## config.mk

```make
export PLATFORM = sky130hd
export DESIGN_NAME = pipeline_ctrl
export DESIGN_NICKNAME = d
export VERILOG_FILES = /design/src/rtl/pipeline_ctrl_pkg.sv /design/src/rtl/pipeline_ctrl_irq_sync.sv /design/src/rtl/pipeline_ctrl.sv
export SDC_FILE = /design/constraint.sdc
export NUM_CORES = 1
export LEC_CHECK = 0
export CAP_MARGIN = 20
export CORE_MARGIN = 2
export CORE_UTILIZATION = 40
export CTS_CLUSTER_DIAMETER = 100
export DETAILED_ROUTE_END_ITERATION = 10
export DONT_BUFFER_PORTS = 1
export PLACE_DENSITY = 0.66
export SYNTH_ARGS = -nofsm -noshare
export SYNTH_HDL_FRONTEND = slang
export SYNTH_SLANG_ARGS = --single-unit
```

## constraint.sdc

```tcl
create_clock -name clk -period 5.3 [get_ports clk]
set_clock_uncertainty 0.1 [all_clocks]
set_input_delay 0.265 -clock clk [delete_from_list [all_inputs] [get_ports clk]]
set_output_delay 0.265 -clock clk [all_outputs]
set_load 0.01 [all_outputs]
```

## src/rtl/pipeline_ctrl_pkg.sv

```systemverilog
`default_nettype none
// ============================================================================
//  Module      : pipeline_ctrl_pkg
//  Description : Shared constants and types for the 5-stage core pipeline
//                controller: execution modes, MEM-stage control ops,
//                exception codes and the control-register (CREG) address map.
//  Revision    : 1.0 - initial release
// ============================================================================
package pipeline_ctrl_pkg;

    // CREG address bus width used by the decoder and the MEM stage.
    typedef logic [4:0] creg_addr_t;

    // Execution modes.
    localparam logic c_cpu_kernel_mode = 1'b0;
    localparam logic c_cpu_user_mode   = 1'b1;

    // MEM-stage control operations.
    localparam logic [1:0] c_ctrl_op_nop  = 2'd0;
    localparam logic [1:0] c_ctrl_op_wrcr = 2'd1;
    localparam logic [1:0] c_ctrl_op_exrt = 2'd2;

    // Exception codes. Codes 2..7 come straight from the MEM stage;
    // the controller only synthesises EXT_INT itself.
    localparam logic [2:0] c_isa_exp_no_exp  = 3'd0;
    localparam logic [2:0] c_isa_exp_ext_int = 3'd1;

    // CREG address map.
    localparam creg_addr_t c_creg_addr_status     = 5'd0;
    localparam creg_addr_t c_creg_addr_pre_status = 5'd1;
    localparam creg_addr_t c_creg_addr_epc        = 5'd2;
    localparam creg_addr_t c_creg_addr_exp_vector = 5'd3;
    localparam creg_addr_t c_creg_addr_cause      = 5'd4;
    localparam creg_addr_t c_creg_addr_irq_mask   = 5'd5;
    localparam creg_addr_t c_creg_addr_irq        = 5'd6;

    // A synchronous exception reported by the instruction always wins;
    // an external interrupt only fills an otherwise empty slot.
    function automatic logic [2:0] sel_exp_code(input logic [2:0] insn_code,
                                                input logic       int_det);
        logic [2:0] code;
        code = insn_code;
        if ((insn_code == c_isa_exp_no_exp) && int_det) begin
            code = c_isa_exp_ext_int;
        end
        return code;
    endfunction

endpackage
`default_nettype wire

```

## src/rtl/pipeline_ctrl_irq_sync.sv

```systemverilog
`default_nettype none
// ============================================================================
//  Module      : pipeline_ctrl_irq_sync
//  Description : Multi-flop synchroniser for asynchronous level interrupt
//                requests. Output lags the input by SYNC_DEPTH clocks.
//  Revision    : 1.0 - initial release
//  Ports       : clk       - core clock
//                reset_    - asynchronous active-low reset
//                irq_async - raw interrupt lines
//                irq_sync  - synchronised interrupt lines
// ============================================================================
module pipeline_ctrl_irq_sync #(
    parameter int IRQ_CH     = 8,
    parameter int SYNC_DEPTH = 2
) (
    input  logic              clk,
    input  logic              reset_,
    input  logic [IRQ_CH-1:0] irq_async,
    output logic [IRQ_CH-1:0] irq_sync
);

    logic [SYNC_DEPTH-1:0][IRQ_CH-1:0] r_stage;

    always_ff @(posedge clk or negedge reset_) begin
        if (!reset_) begin
            r_stage <= '0;
        end else begin
            r_stage <= {r_stage[SYNC_DEPTH-2:0], irq_async};
        end
    end

    assign irq_sync = r_stage[SYNC_DEPTH-1];

endmodule
`default_nettype wire

```

## src/rtl/pipeline_ctrl.sv

```systemverilog
`default_nettype none
// ============================================================================
//  Module      : pipeline_ctrl
//  Description : Pipeline sequencer and CREG owner for the IF/ID/EX/MEM/WB
//                core. Converts bus-busy and load-use hazards into per-stage
//                stall/flush, takes exceptions and IRQs at MEM, executes
//                WRCR/EXRT and drives the redirect PC.
//  Revision    : 1.0 - initial release
//  Ports       : clk, reset_                 - clock, async active-low reset
//                creg_rd_addr/creg_rd_data   - decoder CREG read port
//                exe_mode                    - 0 kernel, 1 user
//                irq / int_detect            - async IRQ lines / IRQ pending
//                if_busy, mem_busy           - bus access in progress
//                ld_hazard                   - load-use hazard from decoder
//                mem_en, mem_pc, mem_ctrl_op,
//                mem_dst_addr, mem_out,
//                mem_exp_code                - MEM-stage instruction info
//                *_stall / *_flush           - per-stage hold / bubble
//                new_pc                      - redirect target (with if_flush)
// ============================================================================
module pipeline_ctrl
    import pipeline_ctrl_pkg::*;
#(
    parameter int IRQ_CH     = 8,
    parameter int SYNC_DEPTH = 2
) (
    input  logic              clk,
    input  logic              reset_,
    input  logic [4:0]        creg_rd_addr,
    output logic [31:0]       creg_rd_data,
    output logic              exe_mode,
    input  logic [IRQ_CH-1:0] irq,
    output logic              int_detect,
    input  logic              if_busy,
    input  logic              ld_hazard,
    input  logic              mem_busy,
    input  logic              mem_en,
    input  logic [29:0]       mem_pc,
    input  logic [1:0]        mem_ctrl_op,
    input  logic [4:0]        mem_dst_addr,
    input  logic [31:0]       mem_out,
    input  logic [2:0]        mem_exp_code,
    output logic              if_stall,
    output logic              id_stall,
    output logic              ex_stall,
    output logic              mem_stall,
    output logic              if_flush,
    output logic              id_flush,
    output logic              ex_flush,
    output logic              mem_flush,
    output logic [29:0]       new_pc
);

    // Control registers.
    logic              r_exe_mode;
    logic              r_int_en;
    logic              r_pre_exe_mode;
    logic              r_pre_int_en;
    logic [29:0]       r_epc;
    logic [29:0]       r_exp_vector;   // word address; byte bits always read 0
    logic [2:0]        r_cause;
    logic [IRQ_CH-1:0] r_irq_mask;

    logic [IRQ_CH-1:0] w_irq_sync;
    logic              w_int_detect;
    logic              w_busy;
    logic              w_take;
    logic [2:0]        w_exp_code;
    logic              w_exp;
    logic              w_exrt;
    logic              w_wrcr;

    pipeline_ctrl_irq_sync #(
        .IRQ_CH     (IRQ_CH),
        .SYNC_DEPTH (SYNC_DEPTH)
    ) u_irq_sync (
        .clk       (clk),
        .reset_    (reset_),
        .irq_async (irq),
        .irq_sync  (w_irq_sync)
    );

    assign w_int_detect = r_int_en & (|(w_irq_sync & ~r_irq_mask));
    assign int_detect   = w_int_detect;
    assign exe_mode     = r_exe_mode;

    // A MEM event may only fire when nothing is held; during busy the
    // instruction simply waits in MEM and is re-evaluated next cycle.
    assign w_busy     = if_busy | mem_busy;
    assign w_take     = mem_en & ~w_busy;
    assign w_exp_code = sel_exp_code(mem_exp_code, w_int_detect);
    assign w_exp      = w_take & (w_exp_code != c_isa_exp_no_exp);
    assign w_exrt     = w_take & ~w_exp & (mem_ctrl_op == c_ctrl_op_exrt);
    assign w_wrcr     = w_take & ~w_exp & (mem_ctrl_op == c_ctrl_op_wrcr);

    // ------------------------------------------------------------------
    // CREG state
    // ------------------------------------------------------------------
    always_ff @(posedge clk or negedge reset_) begin
        if (!reset_) begin
            r_exe_mode     <= c_cpu_kernel_mode;
            r_int_en       <= 1'b0;
            r_pre_exe_mode <= c_cpu_kernel_mode;
            r_pre_int_en   <= 1'b0;
            r_epc          <= '0;
            r_exp_vector   <= '0;
            r_cause        <= c_isa_exp_no_exp;
            r_irq_mask     <= '1;
        end else if (w_exp) begin
            r_epc          <= mem_pc;
            r_cause        <= w_exp_code;
            r_pre_exe_mode <= r_exe_mode;
            r_pre_int_en   <= r_int_en;
            r_exe_mode     <= c_cpu_kernel_mode;
            r_int_en       <= 1'b0;
        end else if (w_exrt) begin
            r_exe_mode     <= r_pre_exe_mode;
            r_int_en       <= r_pre_int_en;
        end else if (w_wrcr) begin
            case (mem_dst_addr)
                c_creg_addr_status: begin
                    r_exe_mode <= mem_out[0];
                    r_int_en   <= mem_out[1];
                end
                c_creg_addr_pre_status: begin
                    r_pre_exe_mode <= mem_out[0];
                    r_pre_int_en   <= mem_out[1];
                end
                c_creg_addr_epc:        r_epc        <= mem_out[31:2];
                c_creg_addr_exp_vector: r_exp_vector <= mem_out[31:2];
                c_creg_addr_cause:      r_cause      <= mem_out[2:0];
                c_creg_addr_irq_mask:   r_irq_mask   <= mem_out[IRQ_CH-1:0];
                default: ;  // IRQ is read-only; unmapped addresses ignore writes
            endcase
        end
    end

    // ------------------------------------------------------------------
    // CREG read port (returns pre-write value during a WRCR cycle)
    // ------------------------------------------------------------------
    always_comb begin
        creg_rd_data = '0;
        case (creg_rd_addr)
            c_creg_addr_status:     creg_rd_data[1:0]        = {r_int_en, r_exe_mode};
            c_creg_addr_pre_status: creg_rd_data[1:0]        = {r_pre_int_en, r_pre_exe_mode};
            c_creg_addr_epc:        creg_rd_data             = {r_epc, 2'b00};
            c_creg_addr_exp_vector: creg_rd_data             = {r_exp_vector, 2'b00};
            c_creg_addr_cause:      creg_rd_data[2:0]        = r_cause;
            c_creg_addr_irq_mask:   creg_rd_data[IRQ_CH-1:0] = r_irq_mask;
            c_creg_addr_irq:        creg_rd_data[IRQ_CH-1:0] = w_irq_sync;
            default:                creg_rd_data             = '0;
        endcase
    end

    // ------------------------------------------------------------------
    // Stall / flush / redirect
    // ------------------------------------------------------------------
    always_comb begin
        if_stall  = 1'b0;
        id_stall  = 1'b0;
        ex_stall  = 1'b0;
        mem_stall = 1'b0;
        if_flush  = 1'b0;
        id_flush  = 1'b0;
        ex_flush  = 1'b0;
        mem_flush = 1'b0;
        new_pc    = '0;
        // Outputs stay quiet while reset is asserted regardless of inputs.
        if (reset_) begin
            if (w_busy) begin
                if_stall  = 1'b1;
                id_stall  = 1'b1;
                ex_stall  = 1'b1;
                mem_stall = 1'b1;
            end else if (w_exp || w_exrt || w_wrcr) begin
                // A redirect discards everything younger, including any
                // instruction that the load-use hazard would have held.
                if_flush  = 1'b1;
                id_flush  = 1'b1;
                ex_flush  = 1'b1;
                mem_flush = 1'b1;
                if (w_exp) begin
                    new_pc = r_exp_vector;
                end else if (w_exrt) begin
                    new_pc = r_epc;
                end else begin
                    new_pc = mem_pc + 30'd1;   // refetch after CREG write
                end
            end else if (ld_hazard) begin
                // Hold IF/ID and inject a bubble into EX.
                if_stall = 1'b1;
                id_stall = 1'b1;
                id_flush = 1'b1;
            end
        end
    end

endmodule
`default_nettype wire

```

---- After elaboration in Yosys (flattened, before gate mapping) ----
Index checks and enable logic that the tools add are counted.
storage, ports and cells
  output and inout port bits .............. 72
  logic and storage cells ................. 103
  input port bits ......................... 91
  flip-flop bits (word level) ............. 91
cells by class
  reductions and logical operators ........ 20
  $add $sub $neg .......................... 1
  bitwise gates (word level) .............. 12
  equality and inequality tests ........... 14
  muxes and demuxes ....................... 46
operators by type and width
  kind                                                             number
  30-bit 2-to-1 mux                                                9
  24-bit one-hot mux with 2 select lines                           1
  30-bit by 1-bit adder with 30-bit output, second input constant  1
  1-bit 2-to-1 mux                                                 28
  5-bit by 3-bit == test with 1-bit output, second input constant  5
  5-bit by 2-bit == test with 1-bit output, second input constant  4
  5-bit one-hot mux with 4 select lines                            1
  3-bit 2-to-1 mux                                                 5
  5-bit by 1-bit == test with 1-bit output, second input constant  2
  5-bit zero test                                                  2
  2-bit one-hot mux with 5 select lines                            1
  3-bit AND reduction                                              3
  3-bit nonzero test                                               3
  8-bit bitwise AND                                                1
  8-bit inverter                                                   1
  4-bit AND reduction                                              2
  2-bit nonzero test                                               4
  8-bit OR reduction                                               1
  1-bit bitwise AND                                                6
  1-bit one-hot mux with 5 select lines                            1
  3-bit zero test                                                  1
  1-bit inverter                                                   3
  2-bit by 1-bit == test with 1-bit output, second input constant  1
  2-bit == test, second input constant                             1
  other kinds (5)                                                  6

---- Logic depth before layout (Yosys ltp) ----
Gate-level depths: netlist of run 1.
  depth in word-level cells ............... 16
  mapped depth ............................ 9
  gate-level depth less buffers ........... 7

---- Cells and area by module ----
Synthesis of run 1 repeated with hierarchy kept, for this count alone.
unflattened totals
  cells, all modules ...................... 578
  area total of the unflattened synthesis .. 5512.8 um^2
modules (own cells, without submodules)
  module                  area each (um^2)  times used  seq. area each (um^2)  cells an instance
  pipeline_ctrl           5052.3            1           1886.8                 554
  pipeline_ctrl_irq_sync  460.4             1           400.4                  24

---- Worst setup path after synthesis of run 1 ----
OpenSTA, ideal clock, no wires.
  path type ............................... register to register
  start point ............................. reg r_irq_mask[0]
  end point ............................... reg r_exp_vector[0]
  required time ........................... 5073 ps
  path buffers ............................ 2
  clock period less this slack ............ 2208 ps
  arrival time ............................ 1980 ps
  path slack .............................. 3092 ps
  cell stages (with the launch flop) ...... 9
  library setup time ...................... 127 ps
  path through ............................ dfstp_2 > nand2b_1 > o2111ai_1 > o21a_1 > buf_2 > nor2_2 > and4_1 > buf_6 > mux2_1
on the way
  longest elaborated chain between the ends .. 13
  elaborated cells between the ends (all ways) .. 14
  classes of those cells .................. 1 x mux; 9 x bitwise; 4 x reduce/logical
ends and longest elaborated chain
  item                                      line                                      RTL
  from (decl)                               pipeline_ctrl.sv:62                       logic [IRQ_CH-1:0] r_irq_mask;
  from (signal assigned)                    pipeline_ctrl.sv:132                      c_creg_addr_irq_mask: r_irq_mask <= mem_out[IRQ_CH-1:0];
  8-bit inverter (*)                        pipeline_ctrl.sv:83                       assign w_int_detect = r_int_en & (|(w_irq_sync & ~r_irq_mask));
  8-bit bitwise AND (*)                     pipeline_ctrl.sv:83
  8-bit OR reduction (*)                    pipeline_ctrl.sv:83
  1-bit bitwise AND (*)                     pipeline_ctrl.sv:83
  1-bit logical AND (*)                     pipeline_ctrl_pkg.sv:43                   if ((insn_code == c_isa_exp_no_exp) && int_det) begin
  3-bit 2-to-1 mux (*)                      pipeline_ctrl_pkg.sv:43
  3-bit nonzero test (*)                    pipeline_ctrl.sv:92                       assign w_exp = w_take & (w_exp_code != c_isa_exp_no_exp);
  1-bit bitwise AND (*)                     pipeline_ctrl.sv:92
  1-bit inverter (no source line) (*)       -
  1-bit bitwise AND                         pipeline_ctrl.sv:93, pipeline_ctrl.sv:94
  1-bit bitwise AND                         pipeline_ctrl.sv:93                       assign w_exrt = w_take & ~w_exp & (mem_ctrl_op == c_ctrl_op_exrt);
  1-bit inverter (no source line)           -
  4-bit AND reduction (no source line) (*)  -
  to (signal assigned)                      pipeline_ctrl.sv:130                      c_creg_addr_exp_vector: r_exp_vector <= mem_out[31:2];
  to (decl)                                 pipeline_ctrl.sv:60                       logic [29:0] r_exp_vector;
Mark *: on every way between the ends. The rest lies on a longest branch, timed or not.
A chain may end at the register's enable or synchronous reset.

---- Final worst setup path of run 1 ----
  start point ............................. reg r_irq_mask[5]
  end point ............................... out new_pc[24]
on the way
  longest elaborated chain between the ends .. 16
  elaborated cells between the ends (all ways) .. 19
  classes of those cells .................. 6 x mux; 8 x bitwise; 5 x reduce/logical
ends and longest elaborated chain
  item                                                          line                                        RTL
  8-bit inverter (*)                                            pipeline_ctrl.sv:83
  8-bit bitwise AND (*)                                         pipeline_ctrl.sv:83
  8-bit OR reduction (*)                                        pipeline_ctrl.sv:83
  1-bit bitwise AND (*)                                         pipeline_ctrl.sv:83
  1-bit logical AND (*)                                         pipeline_ctrl_pkg.sv:43
  3-bit 2-to-1 mux (*)                                          pipeline_ctrl_pkg.sv:43
  3-bit nonzero test (*)                                        pipeline_ctrl.sv:92
  1-bit bitwise AND (*)                                         pipeline_ctrl.sv:92
  1-bit inverter (no source line)                               -
  1-bit bitwise AND                                             pipeline_ctrl.sv:93, pipeline_ctrl.sv:94
  1-bit bitwise AND                                             pipeline_ctrl.sv:93
  30-bit 2-to-1 mux / 1-bit logical OR (equally long branches)  pipeline_ctrl.sv:184, pipeline_ctrl.sv:175
  30-bit 2-to-1 mux / 1-bit logical OR (equally long branches)  pipeline_ctrl.sv:182, pipeline_ctrl.sv:175
  30-bit 2-to-1 mux (*)                                         pipeline_ctrl.sv:175                        end else if (w_exp || w_exrt || w_wrcr) begin
  30-bit 2-to-1 mux (*)                                         pipeline_ctrl.sv:170                        if (w_busy) begin
  30-bit 2-to-1 mux (*)                                         pipeline_ctrl.sv:169                        if (reset_) begin
  to (decl)                                                     pipeline_ctrl.sv:51                         output logic [29:0] new_pc
Marked as above.

==> results of run 1 <==
## final timing paths
kind / startpoint / end / cells after the start
max reg2reg: r_irq_mask[5] / r_epc[26] / 8
min reg2reg: u_irq_sync.r_stage[6] / u_irq_sync.irq_sync[6] / 0
min in group asynchronous: reset_ / u_irq_sync.r_stage[7] / 2
max in group asynchronous: reset_ / r_epc[17] / 2
max: r_irq_mask[5] / new_pc[24] / 7
min: mem_out[0] / r_pre_exe_mode / 2
## per-stage QoR
stage	util [%]	std cells	setup slack [ps]	hold WS, ps	total power (uW)
after detailed placement	41.3	758	2340	-128	1120
after floorplan	-	621	3090	-131	1060
after global routing	49.0	852	1780	73.6	1870
after global placement	41.3	758	2430	-128	1110
final	49.0	852	1880	55.5	1770
after CTS	48.6	849	1970	43.2	1780
## cells by family after synthesis
group	share of synthesized area (%)
adders and majority gates	0.218
buffers and inverters	4.83
muxes	14.4
AOI/OAI and AO/OA	18.5
and+or+nand+nor	18.2
DFF	39.8
xor gates and xnor gates	4.11
## placed cells by master, fill, tap and decap left out, types with 3 or more instances in the layout
cell	count
nor3_1	6
clkbuf_16	9
mux2i_1	33
inv_1	4
dfstp_2	8
a31oi_1	30
dlygate4sd3_1	74
a22o_1	4
and4_1	7
a211oi_1	3
xnor2_1	11
mux2_2	10
nor4_1	3
xor2_1	16
mux2_1	30
o32a_1	3
nand2_1	78
dfrtp_1	83
o21a_1	30
nand3_1	14
o21ai_0	9
and3_1	7
a21oi_1	28
nand2b_1	8
a221o_1	5
buf_4	6
nand4_1	3
clkinv_2	3
o221ai_1	27
nor2_1	78
## final cells by class
type	count	area, um2	area share [%]
multi-input combinational	477	3200	46.7
sequential	91	2290	33.4
timing repair buffer	84	863	12.6
clock buffer	11	233	3.40
tap	180	225	3.29
clock inverter	5	30.0	0.438
inverter	4	15.0	0.219
## power by group through the flow
| stage | logic, uW | registers, uW | clock network (uW) |
|---|---|---|---|
| after floorplan | 227 | 834 | 0 |
| after global placement | 257 | 854 | 0 |
| after detailed placement | 264 | 858 | 0 |
| after CTS | 341 | 846 | 592 |
| after global routing | 383 | 856 | 628 |
| final | 345 | 847 | 581 |
## sequential cells by signal, summed over array words and instances, names as in the netlist
register,flops
r_pre_int_en,1
u_irq_sync.irq_sync,8
r_pre_exe_mode,1
r_epc,30
exe_mode,1
u_irq_sync.r_stage,8
r_cause,3
r_exp_vector,30
r_irq_mask,8
r_int_en,1
## repair_timing
action,CTS,global route
gates resized for setup,0,0
hold buffers,75,0
endpoints found under the hold margin,170,0
## cell usage after synthesis (all sizes together), types with 7 or more instances
cell    number  area share (%)
a21oi       28             2.4
o221ai      27             4.1
buf         28             3.2
mux2i       33             5.7
and4         7             1.1
nand3       14             1.2
o21a        30             3.9
dfrtp       83              36
a31oi       30             3.3
nand2b      10             1.2
clkbuf      21             1.4
nor2        81             5.3
xor2        16             2.4
mux2        40             7.8
o21ai        9            0.78
nand2       78             5.1
xnor2       11             1.7
and3         7            0.76
dfstp        8             3.7
nor3         9             1.3
## worst max-delay path, cell delays in order, from the launching register on
cell       delay, ps
dfstp_2          550
nand2b_1         110
o2111ai_1        190
o211a_1          340
nor2_4           520
buf_4            450
o221ai_1         190
a21oi_1          330
## per-layer routing
| layer | global-route usage [%] | share of wire, % | wire, um | vias up |
|---|---|---|---|---|
| met4 | 8.78 | 1.8 | 323 | 2 |
| li1 | - | - | - | 2356 |
| met2 | 38.0 | 48 | 8760 | 218 |
| met5 | 0 | 0.061 | 11 | - |
| met3 | 5.45 | 7.0 | 1280 | 32 |
| met1 | 31.2 | 43 | 7750 | 2607 |
==> flow_metrics.tcl, run 1 <==
set metrics [dict create \
    drv_cap 0 \
    p_seq_share_pct 47.8 \
    status "finished, final reports clean" \
    synth_cell_types 54 \
    post-dp-hpwl_um 12100 \
    worstPathMaxFanout 33 \
    dpl_cell_area_mm2 0.00577 \
    cts.sink_count 91 \
    hp-class "in2reg" \
    die_area_mm2 0.0154 \
    ir_drop_mv 0.144 \
    first_iter_violations 448 \
    antennaDiodeCount 0 \
    fin_crit_sh_pct 64.5 \
    placementRows 43 \
    numCtsBuffers 9 \
    setup_violations 0 \
    post_cts.repair.setup_buffers 0 \
    min_period_ps 3420 \
    r2r_slack_ps 2160 \
    critPathCaptureType "output port" \
    synth_seq_cells 91 \
    syn-cell-area_mm2 0.00575 \
    drive_gt1_share_pct 8.33 \
    fmax_mhz 293 \
    switching_share_pct 29.4 \
    chipWidth_um 124 \
    cp.arrival_ps 3050 \
    avgSynthCellArea_um2 9.26 \
    routed_wl_um 18100 \
    area_growth_pct 19.1 \
    vias_per_cell 6.12 \
    p_leak_uw 0.00282 \
    die_y_um 124 \
    hold_violations 0 \
    core_area_mm2 0.0140 \
    grt.total_usage_pct 23.7 \
    comb_power_share_pct 19.5 \
    required_ps 4930 \
    relSlewSlack_pct 48.8 \
    synth-seq-area-share_pct 39.8 \
    p_sw_uw 521 \
    ant_nets 0 \
    grt_pass1_vias 5260 \
    port_buffers 0 \
    rsz0062_at_grt "no" \
    yosys_most_used_dff "dfrtp_1" \
    clockPowerShare_pct 32.8 \
    worst-setup-path-type "reg2out" \
    p_int_uw 1250 \
    cts_tree "built" \
    fill_cells 1331 \
    synth_edf_count 0 \
    cp-start-kind "register" \
    clockBufferDepth 2 \
    root_buffer "clkbuf_16" \
    start_util_pct 41.1 \
    layout.nets 759 \
    gp_congestion 0.868 \
    grt_pass1_wl_um 27900 \
    io_pins 163 \
    synth_warnings 0 \
    power.density_mw_per_mm2 259 \
    stdcell_area_mm2 0.00685 \
    vias 5215 \
    grt_overflow 0 \
    syn-num-nets 713 \
    dr.pass1.iters 6 \
    ys_async_sr_fraction_pct 100 \
    antenna_found_initial 1 \
    worst-slew-pin-transition_ps 762 \
    clock_latency_ps 340 \
    htreeDepth 3 \
    drcViolationCount 0 \
    tns_ps 0 \
    syn_inst 621 \
    path_clk_slew_ps 70 \
    grt_max_degree 92 \
    drv_slew 0 \
    detail_route.wl_per_cell_um 21.3 \
]
Power figures use the tool's default switching activity.
==> run 2: changes to the inputs <==
==> constraint.sdc (replaced) <==
create_clock -name clk -period 3.27 [get_ports clk]
set_clock_uncertainty 0.1 [all_clocks]
set_input_delay 0.1635 -clock clk [delete_from_list [all_inputs] [get_ports clk]]
set_output_delay 0.1635 -clock clk [all_outputs]
set_load 0.01 [all_outputs]
==> flow_metrics.tcl, run 2 (synthesis gave the netlist of run 1 again) <==
set metrics [dict create \
    worst-slew-pin-transition_ps 831 \
    fin_crit_sh_pct 92.0 \
    cp-start-kind "register" \
    critPathCaptureType "register" \
    r2r-start "r_irq_mask[4]" \
    critPathBufInv 2 \
    hold_violations 0 \
    path_clk_slew_ps 70 \
    cp.arrival_ps 3140 \
    port_buffers 0 \
    dr.pass1.iters 5 \
    core_area_mm2 0.0140 \
    cts_tree "built" \
    post-dp-hpwl_um 12300 \
    first_iter_violations 498 \
    min_period_ps 3010 \
    ant_nets 0 \
    r2r_slack_ps 260 \
    clock_latency_ps 350 \
    grt.total_usage_pct 24.5 \
    routed_wl_um 18800 \
    vias_per_cell 6.10 \
    p_leak_uw 0.00288 \
    final_cell_mix "83 x dfrtp_1, 78 x nor2_1, 78 x nand2_1" \
    cts_resized 0 \
    status "finished, final reports clean" \
    drive_gt1_share_pct 9.44 \
    drcViolationCount 0 \
    cts.sink_count 91 \
    ir_drop_mv 0.229 \
    detail_route.wl_per_cell_um 21.9 \
    gp_congestion 0.894 \
    drv_cap 0 \
    grt_pass1_wl_um 28500 \
    power.density_mw_per_mm2 454 \
    final_common_cell "dfrtp_1" \
    hp-class "in2reg" \
    post_cts.repair.setup_buffers 0 \
    setup_violations 0 \
    required_ps 3400 \
    die_area_mm2 0.0154 \
    worstPathMaxFanout 38 \
    numCtsBuffers 9 \
    fmax_mhz 332 \
    chipWidth_um 124 \
    critPathSlowestCell "dlygate4sd3_1" \
    worst_hold_slack_ps 116 \
    critPathTopFamily "buffers and inverters" \
    fill_cells 1297 \
    hold_end "r_int_en" \
    tns_ps 0 \
    antenna_found_initial 1 \
    power.total_uw 3160 \
    rsz0062_at_grt "no" \
    reg_top3 "r_epc x30, r_exp_vector x30" \
    dpl_cell_area_mm2 0.00584 \
    worst-setup-path-type "reg2reg" \
    hold_path.startpoint "if_busy" \
    reg2reg_depth 8 \
    path_cells "nand2b_1, o2111ai_1, o211a_1, nand2b_2, buf_4, nor2_1, a31oi_1, dlygate4sd3_1" \
    cpPeakStageDelay_ps 590 \
    stdcell_area_mm2 0.00695 \
    htreeDepth 3 \
    clockBufferDepth 2 \
    reg2reg_to "r_epc[21]" \
    grt_max_degree 92 \
    drv_slew 0 \
    holdPathStages 3 \
    io_pins 163 \
    start_util_pct 41.1 \
    grt_overflow 0 \
    area_growth_pct 20.9 \
    root_buffer "clkbuf_16" \
    grt_pass1_vias 5265 \
    fin_util_pct 49.7 \
    relSlewSlack_pct 44.6 \
    die_y_um 124 \
    placementRows 43 \
    layout.nets 765 \
    vias 5243 \
]
## run 2: metal layers
layer | track usage [%] | routed length, um | vias up
li1 | - | - | 2374
met1 | 32.2 | 7850 | 2572
met2 | 38.8 | 8830 | 260
met3 | 5.04 | 1600 | 37
met4 | 11.6 | 560 | 0
met5 | 0 | 0 | -
## run 2: area by class of cell
class	instances	area, um2	area share (%)
flip-flops and latches	91	2290	32.9
inverters	4	15.0	0.216
repair buffers	90	881	12.7
diodes	1	2.50	0.0360
clock inverters	7	116	1.67
well taps	180	225	3.24
multi-input cells	477	3200	46.0
clock buffers	9	225	3.24
## run 2: stage by stage
stage	worst slack [ps]	std cells
detailed placement	793	767
CTS	275	858
finish	262	859
floorplan	1060	621
global route	94.9	859
global placement	863	767
## run 2: what timing repair did
item	4_1_cts	5_1_grt
hold buffers	75	0
endpoints found under the setup margin	0	0
hold endpoints to repair	174	0
## run 2: worst max path at each step
stage,startpoint,to,cells after the start
after floorplan,r_irq_mask[0],r_exp_vector[0],8
after global placement,r_irq_mask[0],new_pc[13],7
after detailed placement,r_irq_mask[4],r_exp_vector[21],7
after CTS,r_irq_mask[4],r_epc[24],8
after global routing,r_irq_mask[7],r_epc[17],8
final,r_irq_mask[4],r_epc[21],8
## run 2: worst min-delay path: cells and delay by family
family | cells | cell delay (ps)
multiplexers | 1 | 170
AO/OA/AOI/OAI | 1 | 150
AND/OR/NAND/NOR | 1 | 50
## run 2: power by group
group | switching (uW) | leakage [uW] | internal (uW)
clock network | 461 | 0.000165 | 746
logic | 316 | 0.00161 | 267
registers | 109 | 0.00110 | 1260
==> run 3: changes to the inputs <==
--- a/config.mk
+++ b/config.mk
@@ -8,6 +8,7 @@
 export CAP_MARGIN = 20
 export CORE_MARGIN = 2
 export CORE_UTILIZATION = 40
+export CTS_BUF_LIST = sky130_fd_sc_hd__clkbuf_4
 export CTS_CLUSTER_DIAMETER = 100
 export DETAILED_ROUTE_END_ITERATION = 10
 export DONT_BUFFER_PORTS = 1
==> flow_metrics.tcl, run 3 (synthesis gave the netlist of run 1 again) <==
set metrics [dict create \
    grt_pass1_wl_um 28500 \
    stdcell_area_mm2 0.00687 \
    setup_violations 0 \
    required_ps 3600 \
    placementRows 43 \
    critPathBufInv 1 \
    ant_nets 0 \
    dpl_cell_area_mm2 0.00584 \
    cts.sink_count 91 \
    numCtsBuffers 9 \
    critPathSlowestCell "dlygate4sd3_1" \
    min_period_ps 3080 \
    vias 5335 \
    worst-setup-path-type "reg2reg" \
    die_area_mm2 0.0154 \
    post-dp-hpwl_um 12300 \
    grt_overflow 0 \
    antenna_found_initial 2 \
    final_cell_mix "83 x dfrtp_1, 81 x dlygate4sd3_1, 78 x nor2_1, 78 x nand2_1, 33 x mux2i_1" \
    dpl.cell_count 767 \
    layout.nets 772 \
    worst-slew-pin-transition_ps 834 \
    grt.total_usage_pct 24.6 \
    grt_max_degree 92 \
    htreeDepth 3 \
    cts_tree "built" \
    drive_gt1_share_pct 9.34 \
    power.total_uw 2770 \
    power.density_mw_per_mm2 403 \
    path_clk_slew_ps 160 \
    p_leak_uw 0.00284 \
    routed_wl_um 19000 \
    fmax_mhz 325 \
    core_area_mm2 0.0140 \
    root_buffer "clkbuf_4" \
    first_iter_violations 560 \
    clockBufferDepth 2 \
    gp_congestion 0.894 \
    grt_pass1_vias 5291 \
    final_common_cell "dfrtp_1" \
    cp-start-kind "register" \
    critPathCaptureType "register" \
    hold_violations 0 \
    relSlewSlack_pct 44.4 \
    critPathTopFamily "buffers and inverters" \
    chipWidth_um 124 \
    tns_ps 0 \
    ir_drop_mv 0.163 \
    cp.arrival_ps 3410 \
    drcViolationCount 0 \
    reg_top3 "r_epc x30, r_exp_vector x30" \
    instances_no_fill 867 \
    drv_cap 0 \
    io_pins 163 \
    area_growth_pct 19.4 \
    fin_crit_sh_pct 94.2 \
    status "finished, final reports clean" \
    rsz0062_at_grt "no" \
    path_cells "nand2b_1, o2111ai_1, o21a_1, nand2b_4, nor3_4, dlygate4sd3_1, mux2_2" \
    vias_per_cell 6.15 \
    worstPathMaxFanout 5 \
    clock_latency_ps 490 \
    start_util_pct 41.1 \
    cts_resized 0 \
    port_buffers 0 \
    detail_route.wl_per_cell_um 21.9 \
    drv_slew 0 \
    cpPeakStageDelay_ps 840 \
    dr.pass1.iters 5 \
    die_y_um 124 \
    hp-class "in2reg" \
]
run 3: cell count changes in the layout (fill, tap and decap cells not counted):
cell	change
dlygate4sd3_1	+7
clkbuf_4	+9
diode_2	+1
clkbuf_16	-9
run 3: through the flow:
step	hold slack, ps	setup WS (ps)	utilization (%)
2_1_floorplan	-232	1060	-
3_3_place_gp	-229	863	41.7
3_5_place_dp	-229	793	41.7
4_1_cts	15.3	246	49.0
5_1_grt	50.6	68.9	49.1
6_report	57.2	189	49.1
run 3: layout make-up:
type	count	area, um2
antenna	2	5.00
clock buffer	9	67.6
clock inverter	7	116
fill	1311	7120
inverter	4	15.0
multi-input combinational	477	3200
sequential	91	2290
tap	180	225
timing repair buffer	97	951
run 3: power by group:
group / leakage [uW] / internal, uW / switching, uW
Sequential: 0.00110 / 1260 / 110
Clock: 0.0000959 / 385 / 419
Combinational: 0.00165 / 280 / 319
run 3: per-layer routing:
layer,up-vias,share of wire (%),GRT usage (%)
met4,0,3.1,12.2
met5,-,0,0
met1,2622,41,32.2
met3,45,8.6,4.99
met2,295,47,38.9
li1,2373,-,-
run 3: worst paths after layout:
kind                                  startpoint                      to  slack, ps  cells after the start
min in group asynchronous                 reset_   u_irq_sync.r_stage[5]        120                      2
max in group asynchronous                 reset_               r_epc[16]       2530                      2
setup reg to reg                   r_irq_mask[4]           r_irq_mask[0]        190                      7
hold / removal                   mem_dst_addr[1]            r_pre_int_en         60                      4
hold reg to reg            u_irq_sync.r_stage[4]  u_irq_sync.irq_sync[4]        260                      0
setup / recovery                   r_irq_mask[4]           r_irq_mask[0]        190                      7
run 3: worst reg2reg max path: cells and delay by family, from the launching register on:
family	cells	cell delay, ps
compound gates	2	440
flops	1	580
simple gates	3	680
mux	1	390
buf+inv	1	850
run 3: repair_timing:
item                      in CTS  in global routing
setup buffers                  0                  0
hold endpoints to repair     174                  0
hold buffers                  82                  0
